## config.mk

```make
export PLATFORM = sky130hd
export DESIGN_NAME = cordic_iter_ctrl_flat
export DESIGN_NICKNAME = d
export VERILOG_FILES = /design/src/rtl/cordic_iter_ctrl_if.sv /design/src/rtl/cordic_iter_ctrl.sv /design/src/flat_wrapper.sv
export SDC_FILE = /design/constraint.sdc
export NUM_CORES = 1
export LEC_CHECK = 0
export CORE_ASPECT_RATIO = 0.6
export CORE_UTILIZATION = 59
export DETAILED_ROUTE_END_ITERATION = 10
export PLACE_DENSITY = 0.82
export SLEW_MARGIN = 5
export SYNTH_ARGS = -nofsm -noshare
export SYNTH_HDL_FRONTEND = slang
export SYNTH_SLANG_ARGS = --single-unit
```

## constraint.sdc

```tcl
create_clock -name clock -period 5.6 [get_ports clock]
set_clock_uncertainty 0.05 [all_clocks]
set_input_delay 1.12 -clock clock [delete_from_list [all_inputs] [get_ports clock]]
set_output_delay 1.12 -clock clock [all_outputs]
set_load 0.05 [all_outputs]
```

## src/rtl/cordic_iter_ctrl_if.sv

```systemverilog
// Sample and result channels of the iterative CORDIC sequencer.
// The slave side belongs to the rotator; the master side drives samples in
// and consumes rotated results.
interface cordic_iter_ctrl_if #(
  parameter int XY_WIDTH = 16
);
  logic                       in_valid;
  logic                       in_ready;
  logic signed [XY_WIDTH-1:0] xin;
  logic signed [XY_WIDTH-1:0] yin;
  logic        [15:0]         zin;
  logic                       out_valid;
  logic                       out_ready;
  logic signed [XY_WIDTH+1:0] xout;
  logic signed [XY_WIDTH+1:0] yout;
  logic signed [15:0]         zout;

  modport master (
    output in_valid, xin, yin, zin, out_ready,
    input  in_ready, out_valid, xout, yout, zout
  );

  modport slave (
    input  in_valid, xin, yin, zin, out_ready,
    output in_ready, out_valid, xout, yout, zout
  );
endinterface

```

## src/rtl/cordic_iter_ctrl.sv

```systemverilog
// Iterative CORDIC rotator sequencer: one shared shift-add stage stepped
// through ITERATIONS micro-rotations per sample. The quadrant fold happens
// on accept so the residual angle starts within +/-90 degrees. The counter
// runs one step past the last rotation; that extra step copies the result
// to the output registers.
module cordic_iter_ctrl #(
  parameter int XY_WIDTH   = 16,
  parameter int ITERATIONS = 14
) (
  input  logic               clock,
  input  logic               reset,
  cordic_iter_ctrl_if.slave  bus,
  output logic               busy
);

  localparam int          W         = XY_WIDTH + 2;
  localparam logic [3:0]  LAST_STEP = 4'(ITERATIONS);

  typedef enum logic [1:0] {IDLE, ROTATE, DONE} state_t;

  state_t              state_q, state_d;
  logic signed [W-1:0] x_q, x_d, y_q, y_d;
  logic signed [W-1:0] xout_q, xout_d, yout_q, yout_d;
  logic signed [15:0]  z_q, z_d, zout_q, zout_d;
  logic [3:0]          iter_q, iter_d;
  logic                out_valid_q, out_valid_d;

  logic                in_ready_w;
  logic                map_neg;
  logic signed [W-1:0] xin_ext, yin_ext;
  logic signed [W-1:0] x_shr, y_shr, x_rot, y_rot;
  logic signed [15:0]  z_rot;
  logic [15:0]         atan_val;

  function automatic logic [15:0] atan_lut(input logic [3:0] idx);
    case (idx)
      4'd0:    atan_lut = 16'd8192;
      4'd1:    atan_lut = 16'd4836;
      4'd2:    atan_lut = 16'd2555;
      4'd3:    atan_lut = 16'd1297;
      4'd4:    atan_lut = 16'd651;
      4'd5:    atan_lut = 16'd326;
      4'd6:    atan_lut = 16'd163;
      4'd7:    atan_lut = 16'd81;
      4'd8:    atan_lut = 16'd41;
      4'd9:    atan_lut = 16'd20;
      4'd10:   atan_lut = 16'd10;
      4'd11:   atan_lut = 16'd5;
      4'd12:   atan_lut = 16'd3;
      4'd13:   atan_lut = 16'd1;
      4'd14:   atan_lut = 16'd1;
      default: atan_lut = 16'd0;
    endcase
  endfunction

  // Quadrant fold of the incoming sample and one micro-rotation of the held state
  always_comb begin
    map_neg  = bus.zin[15] ^ bus.zin[14];
    xin_ext  = {{2{bus.xin[XY_WIDTH-1]}}, bus.xin};
    yin_ext  = {{2{bus.yin[XY_WIDTH-1]}}, bus.yin};
    x_shr    = x_q >>> iter_q;
    y_shr    = y_q >>> iter_q;
    atan_val = atan_lut(iter_q);
    if (z_q[15]) begin
      x_rot = x_q + y_shr;
      y_rot = y_q - x_shr;
      z_rot = z_q + atan_val;
    end else begin
      x_rot = x_q - y_shr;
      y_rot = y_q + x_shr;
      z_rot = z_q - atan_val;
    end
  end

  assign in_ready_w = (state_q == IDLE) && !reset;

  // Sequencer: accept, rotate ITERATIONS times, publish, wait for the consumer
  always_comb begin
    state_d     = state_q;
    x_d         = x_q;
    y_d         = y_q;
    z_d         = z_q;
    iter_d      = iter_q;
    xout_d      = xout_q;
    yout_d      = yout_q;
    zout_d      = zout_q;
    out_valid_d = out_valid_q;
    case (state_q)
      IDLE: begin
        if (bus.in_valid && in_ready_w) begin
          x_d     = map_neg ? -xin_ext : xin_ext;
          y_d     = map_neg ? -yin_ext : yin_ext;
          z_d     = {bus.zin[14], bus.zin[14:0]};
          iter_d  = 4'd0;
          state_d = ROTATE;
        end
      end
      ROTATE: begin
        if (iter_q == LAST_STEP) begin
          xout_d      = x_q;
          yout_d      = y_q;
          zout_d      = z_q;
          out_valid_d = 1'b1;
          state_d     = DONE;
        end else begin
          x_d    = x_rot;
          y_d    = y_rot;
          z_d    = z_rot;
          iter_d = iter_q + 4'd1;
        end
      end
      DONE: begin
        if (bus.out_ready) begin
          out_valid_d = 1'b0;
          state_d     = IDLE;
        end
      end
      default: state_d = IDLE;
    endcase
  end

  // State and datapath registers with synchronous clear
  always_ff @(posedge clock) begin
    if (reset) begin
      state_q     <= IDLE;
      x_q         <= '0;
      y_q         <= '0;
      z_q         <= '0;
      iter_q      <= '0;
      xout_q      <= '0;
      yout_q      <= '0;
      zout_q      <= '0;
      out_valid_q <= 1'b0;
    end else begin
      state_q     <= state_d;
      x_q         <= x_d;
      y_q         <= y_d;
      z_q         <= z_d;
      iter_q      <= iter_d;
      xout_q      <= xout_d;
      yout_q      <= yout_d;
      zout_q      <= zout_d;
      out_valid_q <= out_valid_d;
    end
  end

  assign bus.in_ready  = in_ready_w;
  assign bus.out_valid = out_valid_q;
  assign bus.xout      = xout_q;
  assign bus.yout      = yout_q;
  assign bus.zout      = zout_q;
  assign busy          = (state_q != IDLE);

endmodule

```

## src/flat_wrapper.sv

```systemverilog
// flat-port wrapper written by rule: the top's interface ports become plain ports
module cordic_iter_ctrl_flat 
#(
  parameter int XY_WIDTH   = 16,
  parameter int ITERATIONS = 14
)
  (clock, reset, busy, bus_in_valid, bus_xin, bus_yin, bus_zin, bus_out_ready, bus_in_ready, bus_out_valid, bus_xout, bus_yout, bus_zout);
  cordic_iter_ctrl_if #(.XY_WIDTH(XY_WIDTH)) bus_i ();
  input  logic clock;
  input  logic reset;
  output logic busy;
  input wire logic [$bits(bus_i.in_valid)-1:0] bus_in_valid;
  input wire logic [$bits(bus_i.xin)-1:0] bus_xin;
  input wire logic [$bits(bus_i.yin)-1:0] bus_yin;
  input wire logic [$bits(bus_i.zin)-1:0] bus_zin;
  input wire logic [$bits(bus_i.out_ready)-1:0] bus_out_ready;
  output wire logic [$bits(bus_i.in_ready)-1:0] bus_in_ready;
  output wire logic [$bits(bus_i.out_valid)-1:0] bus_out_valid;
  output wire logic [$bits(bus_i.xout)-1:0] bus_xout;
  output wire logic [$bits(bus_i.yout)-1:0] bus_yout;
  output wire logic [$bits(bus_i.zout)-1:0] bus_zout;
  assign bus_i.in_valid = bus_in_valid;
  assign bus_i.xin = bus_xin;
  assign bus_i.yin = bus_yin;
  assign bus_i.zin = bus_zin;
  assign bus_i.out_ready = bus_out_ready;
  assign bus_in_ready = bus_i.in_ready;
  assign bus_out_valid = bus_i.out_valid;
  assign bus_xout = bus_i.xout;
  assign bus_yout = bus_i.yout;
  assign bus_zout = bus_i.zout;
  cordic_iter_ctrl #(.XY_WIDTH(XY_WIDTH), .ITERATIONS(ITERATIONS)) u_core (.clock(clock), .reset(reset), .bus(bus_i), .busy(busy));
endmodule
```

== Word level (Yosys, flattened, before mapping) ==
Memory sizes are Yosys's and may differ from the RTL's. A register that Yosys moved wholly into a read port is not among the register bits.
Cells that the tools add are included.
Word-level totals
  register bits: 111
  latch bits: 0
  bits in writable memories: 0
  memory bits (read-only): 224
  input port bits: 52
  output and inout bits: 55
  logic and storage cells: 66
  memories kept: 1
Cells by class
  add/sub/neg operators: 9
  multipliers: 0
  divide/modulo/power cells: 0
  order comparisons: 0
  equality and inequality tests: 7
  shift operators: 2
  mux-type cells: 26
  bitwise logic cells: 1
  reduce and logical (&&, ||, !) cells: 11
Memories
  (no name shown): depth 16, width 14, rd ports 1, clocked after memory_dff 1, write ports 0, line cordic_iter_ctrl.sv:36  | case (idx)
Operators with widths (number)
  18-bit 2-to-1 mux: 8
  18-bit case mux with 2 select lines: 2
  16-bit 2-to-1 mux: 3
  18-bit adder: 2
  16-bit negator with 18-bit output: 2
  18-bit by 4-bit >>> shifter with 18-bit output: 2
  18-bit subtractor: 2
  16-bit case mux with 2 select lines: 1
  16-bit adder: 1
  4-bit 2-to-1 mux: 4
  16-bit subtractor: 1
  3-bit AND reduction: 3
  4-bit case mux with 2 select lines: 1
  2-bit 2-to-1 mux: 3
  2-bit != test (second input constant): 3
  2-bit case mux with 3 select lines: 1
  2-bit nonzero test: 3
  4-bit by 1-bit adder with 4-bit output (second input constant): 1
  4-bit equality test (second input constant): 1
  2-bit by 1-bit equality test with 1-bit output (second input constant): 1
  2-bit equality test (second input constant): 1
  1-bit logical AND: 2
  2-bit logical NOT: 1
  1-bit 2-to-1 mux: 2
  5 further kinds: 5

== Depth between registers and ports, before layout ==
Gate-level depths: netlist (run 1).
  depth after elaboration: 7
  mapped depth: 22
  depth with buffers taken out: 18

== Least setup slack after synthesis (run 1) ==
No wires, ideal clock.
  kind: register -> register
  start: reg u_core.iter_q[0]
  end: reg u_core.y_q[16]
  setup time: 106 ps
  arrival: 4404 ps
  data required time: 5444 ps
  setup slack: 1040 ps
  cell stages (with the launch flop): 22
  buffers on the path: 4
  period minus slack after synthesis: 4560 ps
  cells stage by stage: dfxtp_1 -> buf_6 -> buf_12 -> buf_12 -> buf_2 -> mux4_2 -> mux2i_1 -> nor2_1 -> a21oi_1 -> ha_1 -> inv_1 -> mux2_2 -> fa_1 -> a21o_1 -> a21oi_1 -> o21bai_1 -> a21oi_1 -> o21bai_1 -> a211oi_1 -> o31ai_1 -> or4_1 -> o311ai_0
Between the ends
  cells in the longest elaborated chain, start to end: 5
  elaborated cells on any way between the ends: 9
  those cells by class: add/sub (2); eq/ne (2); shift (1); mux (3); reduce/logical (1)
RTL lines
  from (decl): line cordic_iter_ctrl.sv:25  | logic [3:0] iter_q, iter_d;
  from (signal assigned): line cordic_iter_ctrl.sv:139  | iter_q <= iter_d;
  18-bit by 4-bit >>> shifter with 18-bit output: line cordic_iter_ctrl.sv:61  | x_shr = x_q >>> iter_q;
  18-bit adder or 18-bit subtractor (tied branches): line cordic_iter_ctrl.sv:70, cordic_iter_ctrl.sv:66
  18-bit 2-to-1 mux: line cordic_iter_ctrl.sv:64  | if (z_q[15]) begin
  18-bit 2-to-1 mux: line cordic_iter_ctrl.sv:99  | if (iter_q == LAST_STEP) begin
  18-bit case mux with 2 select lines: line cordic_iter_ctrl.sv:88  | case (state_q)
  to (signal assigned): line cordic_iter_ctrl.sv:137  | y_q <= y_d;
  to (decl): line cordic_iter_ctrl.sv:22  | logic signed [W-1:0] x_q, x_d, y_q, y_d;
Parallel ways exist; a longest one is shown, timed or not. The select of a mux whose other input is x is not followed.
A chain may end at the register's enable or synchronous reset.

== Worst setup path after layout (run 1) ==
Same ends and word-level chain as after synthesis.

==> results of run 1 <==
[critical path: stages (launching register included)]
cell and delay (ns):
dfxtp_2 0.50, buf_12 0.27, mux4_2 0.55, mux2i_1 0.30, nor2_1 0.07, a21oi_1 0.33, ha_1 0.18, inv_1 0.03
mux2_2 0.29, fa_1 0.43, a21o_1 0.17, a21oi_1 0.22, o21bai_1 0.09, a21oi_1 0.23, o21bai_1 0.15, a211oi_1 0.46
o31ai_1 0.19, or4_1 0.41, o311ai_0 0.09
[placed cells by master, fill, tap and decap left out, drive strengths merged, types with 24 or more instances in the layout]
cell type	Yosys	routed
xnor2	65	65
clkdlybuf4s50	0	105
a21oi	157	157
nor3	50	50
mux4	33	33
nand2	219	219
xor2	43	43
o21ai	47	47
dfxtp	125	125
inv	44	53
ha	62	62
nor2	122	122
a211oi	24	24
[per-layer routing]
layer | wire length, um | share of wire [%]
met1 | 14600 | 46
met2 | 12600 | 39
met3 | 4140 | 13
met4 | 614 | 1.9
met5 | 11 | 0.034
[power breakdown]
group	leakage (nW)	internal (mW)	switching [mW]	total (mW)
sequential	1.02	0.941	0.104	1.05
combinational	3.49	0.787	1.01	1.79
clock	0.286	0.635	0.513	1.15
[stage by stage]
stage | std cells | setup slack [ns]
floorplan | 1342 | 1.04
global placement | 1624 | 0.688
detailed placement | 1624 | 0.540
CTS | 1656 | 0.560
global route | 1656 | 0.126
finish | 1656 | 0.450
[area by class of cell]
| class | count | area [um2] | area share [%] |
|---|---|---|---|
| Multi-Input combinational cell | 1093 | 7420 | 60.7 |
| Sequential cell | 125 | 2500 | 20.5 |
| Timing Repair Buffer | 128 | 1250 | 10.2 |
| Clock buffer | 17 | 425 | 3.48 |
| Tap cell | 234 | 293 | 2.40 |
| Clock inverter | 15 | 168 | 1.37 |
| Inverter | 44 | 165 | 1.35 |
[final timing paths]
kind,from,endpoint,slack [ns],cells after the start
max reg2reg,u_core.iter_q[0]$_SDFFE_PP0P_,u_core.y_q[16]$_SDFFE_PP0P_,0.45,18
min reg2reg,u_core.bus.yout[2]$_SDFFE_PP0P_,u_core.bus.yout[2]$_SDFFE_PP0P_,0.40,2
min,u_core.bus.yout[2]$_SDFFE_PP0P_,u_core.bus.yout[2]$_SDFFE_PP0P_,0.40,2
max,u_core.iter_q[0]$_SDFFE_PP0P_,u_core.y_q[16]$_SDFFE_PP0P_,0.45,18
[cell families after synthesis]
kind of cell,count (synthesis),share of synthesized area (%)
AO/OA/AOI/OAI,370,22.3
buffers and inverters,124,5.02
adder cells (fa/ha/maj),65,8.03
multiplexers,58,10.0
flip-flops,125,24.0
AND/OR/NAND/NOR,492,21.5
XOR/XNOR,108,9.08
[state kept, by name, indices dropped and copies added (netlist names)]
| signal | count |
|---|---|
| u_core.bus.xout | 18 |
| u_core.bus.yout | 18 |
| u_core.x_q | 18 |
| u_core.y_q | 18 |
| u_core.bus.zout | 16 |
| u_core.z_q | 16 |
| u_core.atan_val | 14 |
| u_core.iter_q | 4 |
| u_core.state_q | 2 |
| u_core.bus.out_valid | 1 |
[cell usage after synthesis (all sizes together) (16+ instances only)]
cell type	n	share of area, %
nand2	219	7.9
a21oi	157	7.6
dfxtp	125	24
nor2	122	4.4
xnor2	65	5.5
ha	62	7.4
clkbuf	55	2.0
nor3	50	2.4
o21ai	47	2.3
inv	44	1.6
xor2	43	3.6
mux4	33	7.2
buf	25	1.5
a211oi	24	1.8
o211ai	20	1.4
a31oi	19	1.1
mux2	17	1.9
a21o	16	1.2
==> reports/qor.csv, run 1 <==
metric,value,unit
status,"finished, final reports clean",
# setup viols final,0,
number of synthesized register bits,125,
mapped cell area,10400,um2
max frequency,194,MHz
top-level port count,107,
Final ANT Viol Nets,0,
wire length per cell,19.3,um
Max Slew Vio Count,0,
"Clk pin slew, worst setup/hold paths",0.06,ns
Cell Pwr Density,326,nW/um2
"EDFF count, synth",0,
starting density of the core,60.5,%
Die Area,18200,um2
Via density,6.25,
largest net degree at the start of global routing,81,
synth-to-layout area growth,17.4,%
Setup TNS Final,0,ns
GRT busiest layer,met1,
fin area,12200,um2
first-pass GRT wire length,50500,um
RSZ-0062 raised after global routing,no,
row cnt,37,
library cells used by synthesis,80,
synthesized netlist cell count,1342,
register area share after synthesis,24.0,%
crit path DAT,5.42,ns
Max Cap Viol,0,
Antenna Cells,0,
M3 GR Usage,12.1,%
final WL,31900,um
"Max FO, Critical Path",30,
critical setup path kind,reg2reg,
Resized Gates After CTS,0,
hold crit path type,reg2reg,
1st-pass router iterations,8,
vias in the first global route,9406,
met1 capacity usage during global routing,52.0,%
CP Launch Type,register,
placed instance area,11600,um2
CTS Sinks,125,
Core Area,17200,um2
layout cells sized above 1,9.14,%
Synth Area per Inst,7.76,um2
Placer Congestion,0.988,
Final Power,3.99,mW
clk buf depth,2,
aggregate global-route resource usage,35.3,%
Post-CTS Hold Buffers,0,
Syn. warnings,0,
worst skew pair latency,0.43,ns
grt ovf,0,
GR Layer Usage met2,48.2,%
Leak,4.80,nW
Final Hold Viols,0,
fillers,1412,
nets@finish,1526,
final core occ,71.0,%
critical path capture point type,register,
Die Y,105,um
CTS tree,yes,
Worst-Margin Slew,1.11,ns
DRC Markers,0,
Hold Slack,0.404,ns
VDD IR-drop max,0.000236,V
antenna violations before repair,1,
Slew headroom,25.5,%
total CTS buffers,17,
Tmin final,5.15,ns
Main synth FF type,dfxtp_1,
Crit path required time,5.87,ns
htree depth,4,
Initial DRC Count,1217,
Die W,174,um
number of port buffers,106,
DR vias,10400,
DP Wirelength,23100,um
"FFs w/ async S/R, synth",0,%
final period utilization,92.0,%
Mapped Nets,1459,
clock root buffer,clkbuf_16,
number of post-CTS setup repair buffers,0,
Power figures use the tool's default switching activity.
==> inputs of run 2 (changes only) <==
- CORE_UTILIZATION: 59 -> 60
- DONT_BUFFER_PORTS: unset -> 1
- PLACE_DENSITY: 0.82 -> 0.76
- SETUP_SLACK_MARGIN: unset -> 0.2
==> reports/qor.csv, run 2 (same netlist as run 1, synthesis figures left out) <==
metric,value,unit,change
Crit. Startpoint,u_core.iter_q[1]$_SDFFE_PP0P_,,
Max Slew Vio Count,0,,unchanged
Final Hold Viols,0,,unchanged
grt ovf,0,,unchanged
Via density,6.45,,+3.2%
Setup TNS Final,0,ns,unchanged
CTS tree,yes,,
critical path capture point type,register,,
Worst-Margin Slew,1.12,ns,+0.00162 ns
Final ANT Viol Nets,0,,unchanged
worst setup path endpoint,u_core.y_q[16]$_SDFFE_PP0P_,,
CTS Sinks,125,,unchanged
1st-pass router iterations,5,,-3
max incr delay on CP,0.47,ns,-0.08 ns
most frequent cells in the layout,"nand2_1 (217), a21oi_1 (156), dfxtp_1 (123)",,
top-level port count,107,,unchanged
final WL,30500,um,-4.4%
htree depth,4,,unchanged
CP cell instances,"buf_4, mux4_2, mux2_2, mux2i_1, and2_1, and4_1, a31oi_1, xnor2_1, ha_1, a21o_1, a21oi_1, o21ai_0, a211oi_1, o31ai_1, or4_1, o311ai_0",,
placed instance area,10500,um2,-9.4%
DP Wirelength,22300,um,-3.8%
Die Y,104,um,-0.82%
VDD IR-drop max,0.000230,V,-2.4%
"commonest non-fill, non-tap cell in the layout",nand2_1,,
DRC Markers,0,,unchanged
cell family with most CP delay,compound AO/OA/AOI/OAI gates,,
Leak,4.41,nW,-8.1%
synth-to-layout area growth,7.10,%,
Worst R2R Setup Slack,0.51,ns,+0.06 ns
final period utilization,90.8,%,-1.1 points
CP Depth,16,,-2
total CTS buffers,17,,unchanged
worst skew pair latency,0.44,ns,about the same
hold crit path type,reg2reg,,
row cnt,36,,-2.7%
number of port buffers,0,,-100%
clock root buffer,clkbuf_16,,
nets@finish,1417,,-7.1%
reg2reg path depth,16,,-2
status,"finished, final reports clean",,
Resized Gates After CTS,0,,unchanged
Tmin final,5.09,ns,-0.0631 ns
crit path DAT,5.37,ns,-0.05 ns
Antenna Cells,0,,unchanged
"Slowest-stage cell, CP",dfxtp_2,,
aggregate global-route resource usage,35.0,%,-0.28 points
"Clk pin slew, worst setup/hold paths",0.06,ns,about the same
critical setup path kind,reg2reg,,
Die W,172,um,-0.83%
Cell Pwr Density,354,nW/um2,+8.5%
fillers,1419,,+0.50%
starting density of the core,62.8,%,+2.4 points
Bufs and invs on worst path,1,,-1
Initial DRC Count,1194,,-1.9%
Slew headroom,25.4,%,-0.11 points
largest net degree at the start of global routing,121,,+49%
Core Area,16600,um2,-3.7%
RSZ-0062 raised after global routing,no,,
wire length per cell,19.8,um,+2.7%
max frequency,197,MHz,+1.2%
CP Launch Type,register,,
Crit path required time,5.88,ns,about the same
number of post-CTS setup repair buffers,0,,unchanged
Post-CTS Hold Buffers,0,,unchanged
Die Area,17900,um2,-1.6%
r2r startpoint,u_core.iter_q[1]$_SDFFE_PP0P_,,
Max Cap Viol,0,,unchanged
fin area,11200,um2,-8.7%
first-pass GRT wire length,48700,um,-3.7%
DR vias,9938,,-4.0%
clk buf depth,2,,unchanged
Placer Congestion,0.951,,-3.7%
vias in the first global route,8945,,-4.9%
antenna violations before repair,0,,-1
"Max FO, Critical Path",35,,+17%
layout cells sized above 1,9.75,%,+0.61 points
# setup viols final,0,,unchanged
r2r endpoint,u_core.y_q[16]$_SDFFE_PP0P_,,
[run 2: cell types whose count changed in the layout (fill, tap and decap cells not counted)]
| cell | delta |
|---|---|
| buf_12 | -1 |
| buf_4 | -3 |
| bufinv_16 | +1 |
| clkdlybuf4s50_1 | -105 |
| clkinv_4 | -2 |
| dfxtp_1 | -1 |
| dfxtp_2 | +1 |
| inv_6 | -1 |
| inv_8 | +2 |
| nor3_1 | -1 |
| nor3_2 | +1 |
[run 2: area by class of cell]
class	count	area (um2)	share of cell area [%]
Timing Repair Buffer	19	155	1.39
Clock inverter	15	194	1.74
Multi-Input combinational cell	1093	7420	66.6
Sequential cell	125	2500	22.5
Tap cell	228	285	2.56
Clock buffer	17	425	3.81
Inverter	44	165	1.48
[run 2: metal layers]
layer  GRT usage [%]  up-vias  wire, um  share of wire [%]
met5               0        -         0                  0
met4            8.22        0       337                1.1
met3            12.3       34      4300                 14
met2            45.0      557     11800                 39
met1            54.1     4620     14000                 46
li1                -     4727         -                  -
[run 2: worst min path at each step]
| stage | start | end | slack [ns] | depth (start not counted) |
|---|---|---|---|---|
| floorplan | u_core.z_q[0]$_SDFFE_PP0P_ | u_core.bus.zout[0]$_SDFFE_PP0P_ | 0.40 | 2 |
| global route | u_core.x_q[0]$_SDFFE_PP0P_ | u_core.bus.xout[0]$_SDFFE_PP0P_ | 0.46 | 2 |
| CTS | u_core.z_q[0]$_SDFFE_PP0P_ | u_core.bus.zout[0]$_SDFFE_PP0P_ | 0.43 | 2 |
| detailed placement | u_core.z_q[0]$_SDFFE_PP0P_ | u_core.bus.zout[0]$_SDFFE_PP0P_ | 0.42 | 2 |
| finish | u_core.z_q[0]$_SDFFE_PP0P_ | u_core.bus.zout[0]$_SDFFE_PP0P_ | 0.44 | 2 |
| global placement | u_core.z_q[0]$_SDFFE_PP0P_ | u_core.bus.zout[0]$_SDFFE_PP0P_ | 0.41 | 2 |
[run 2: worst reg2reg max path, cell delays in order (launching register included)]
cell	delay (ns)
dfxtp_2	0.47
buf_4	0.45
mux4_2	0.42
mux2_2	0.32
mux2i_1	0.47
and2_1	0.23
and4_1	0.30
a31oi_1	0.13
xnor2_1	0.17
ha_1	0.34
a21o_1	0.17
a21oi_1	0.23
o21ai_0	0.16
a211oi_1	0.40
o31ai_1	0.16
or4_1	0.42
o311ai_0	0.09
[run 2: per-stage QoR]
stage / utilization (%) / hold WS (ns) / cells / setup slack (ns) / power [mW]
after floorplan: - / 0.399 / 1342 / 1.04 / 2.39
after global placement: 63.5 / 0.407 / 1509 / 0.734 / 2.69
after detailed placement: 63.5 / 0.423 / 1509 / 0.610 / 2.73
after CTS: 67.3 / 0.432 / 1541 / 0.602 / 3.91
after global routing: 67.3 / 0.460 / 1541 / 0.207 / 4.18
final: 67.3 / 0.442 / 1541 / 0.513 / 3.95
[run 2: where the power goes]
part	leakage [nW]	switching (mW)	internal, mW	total (mW)
clock	0.299	0.498	0.682	1.18
sequential	1.02	0.108	0.942	1.05
combinational	3.09	0.968	0.749	1.72
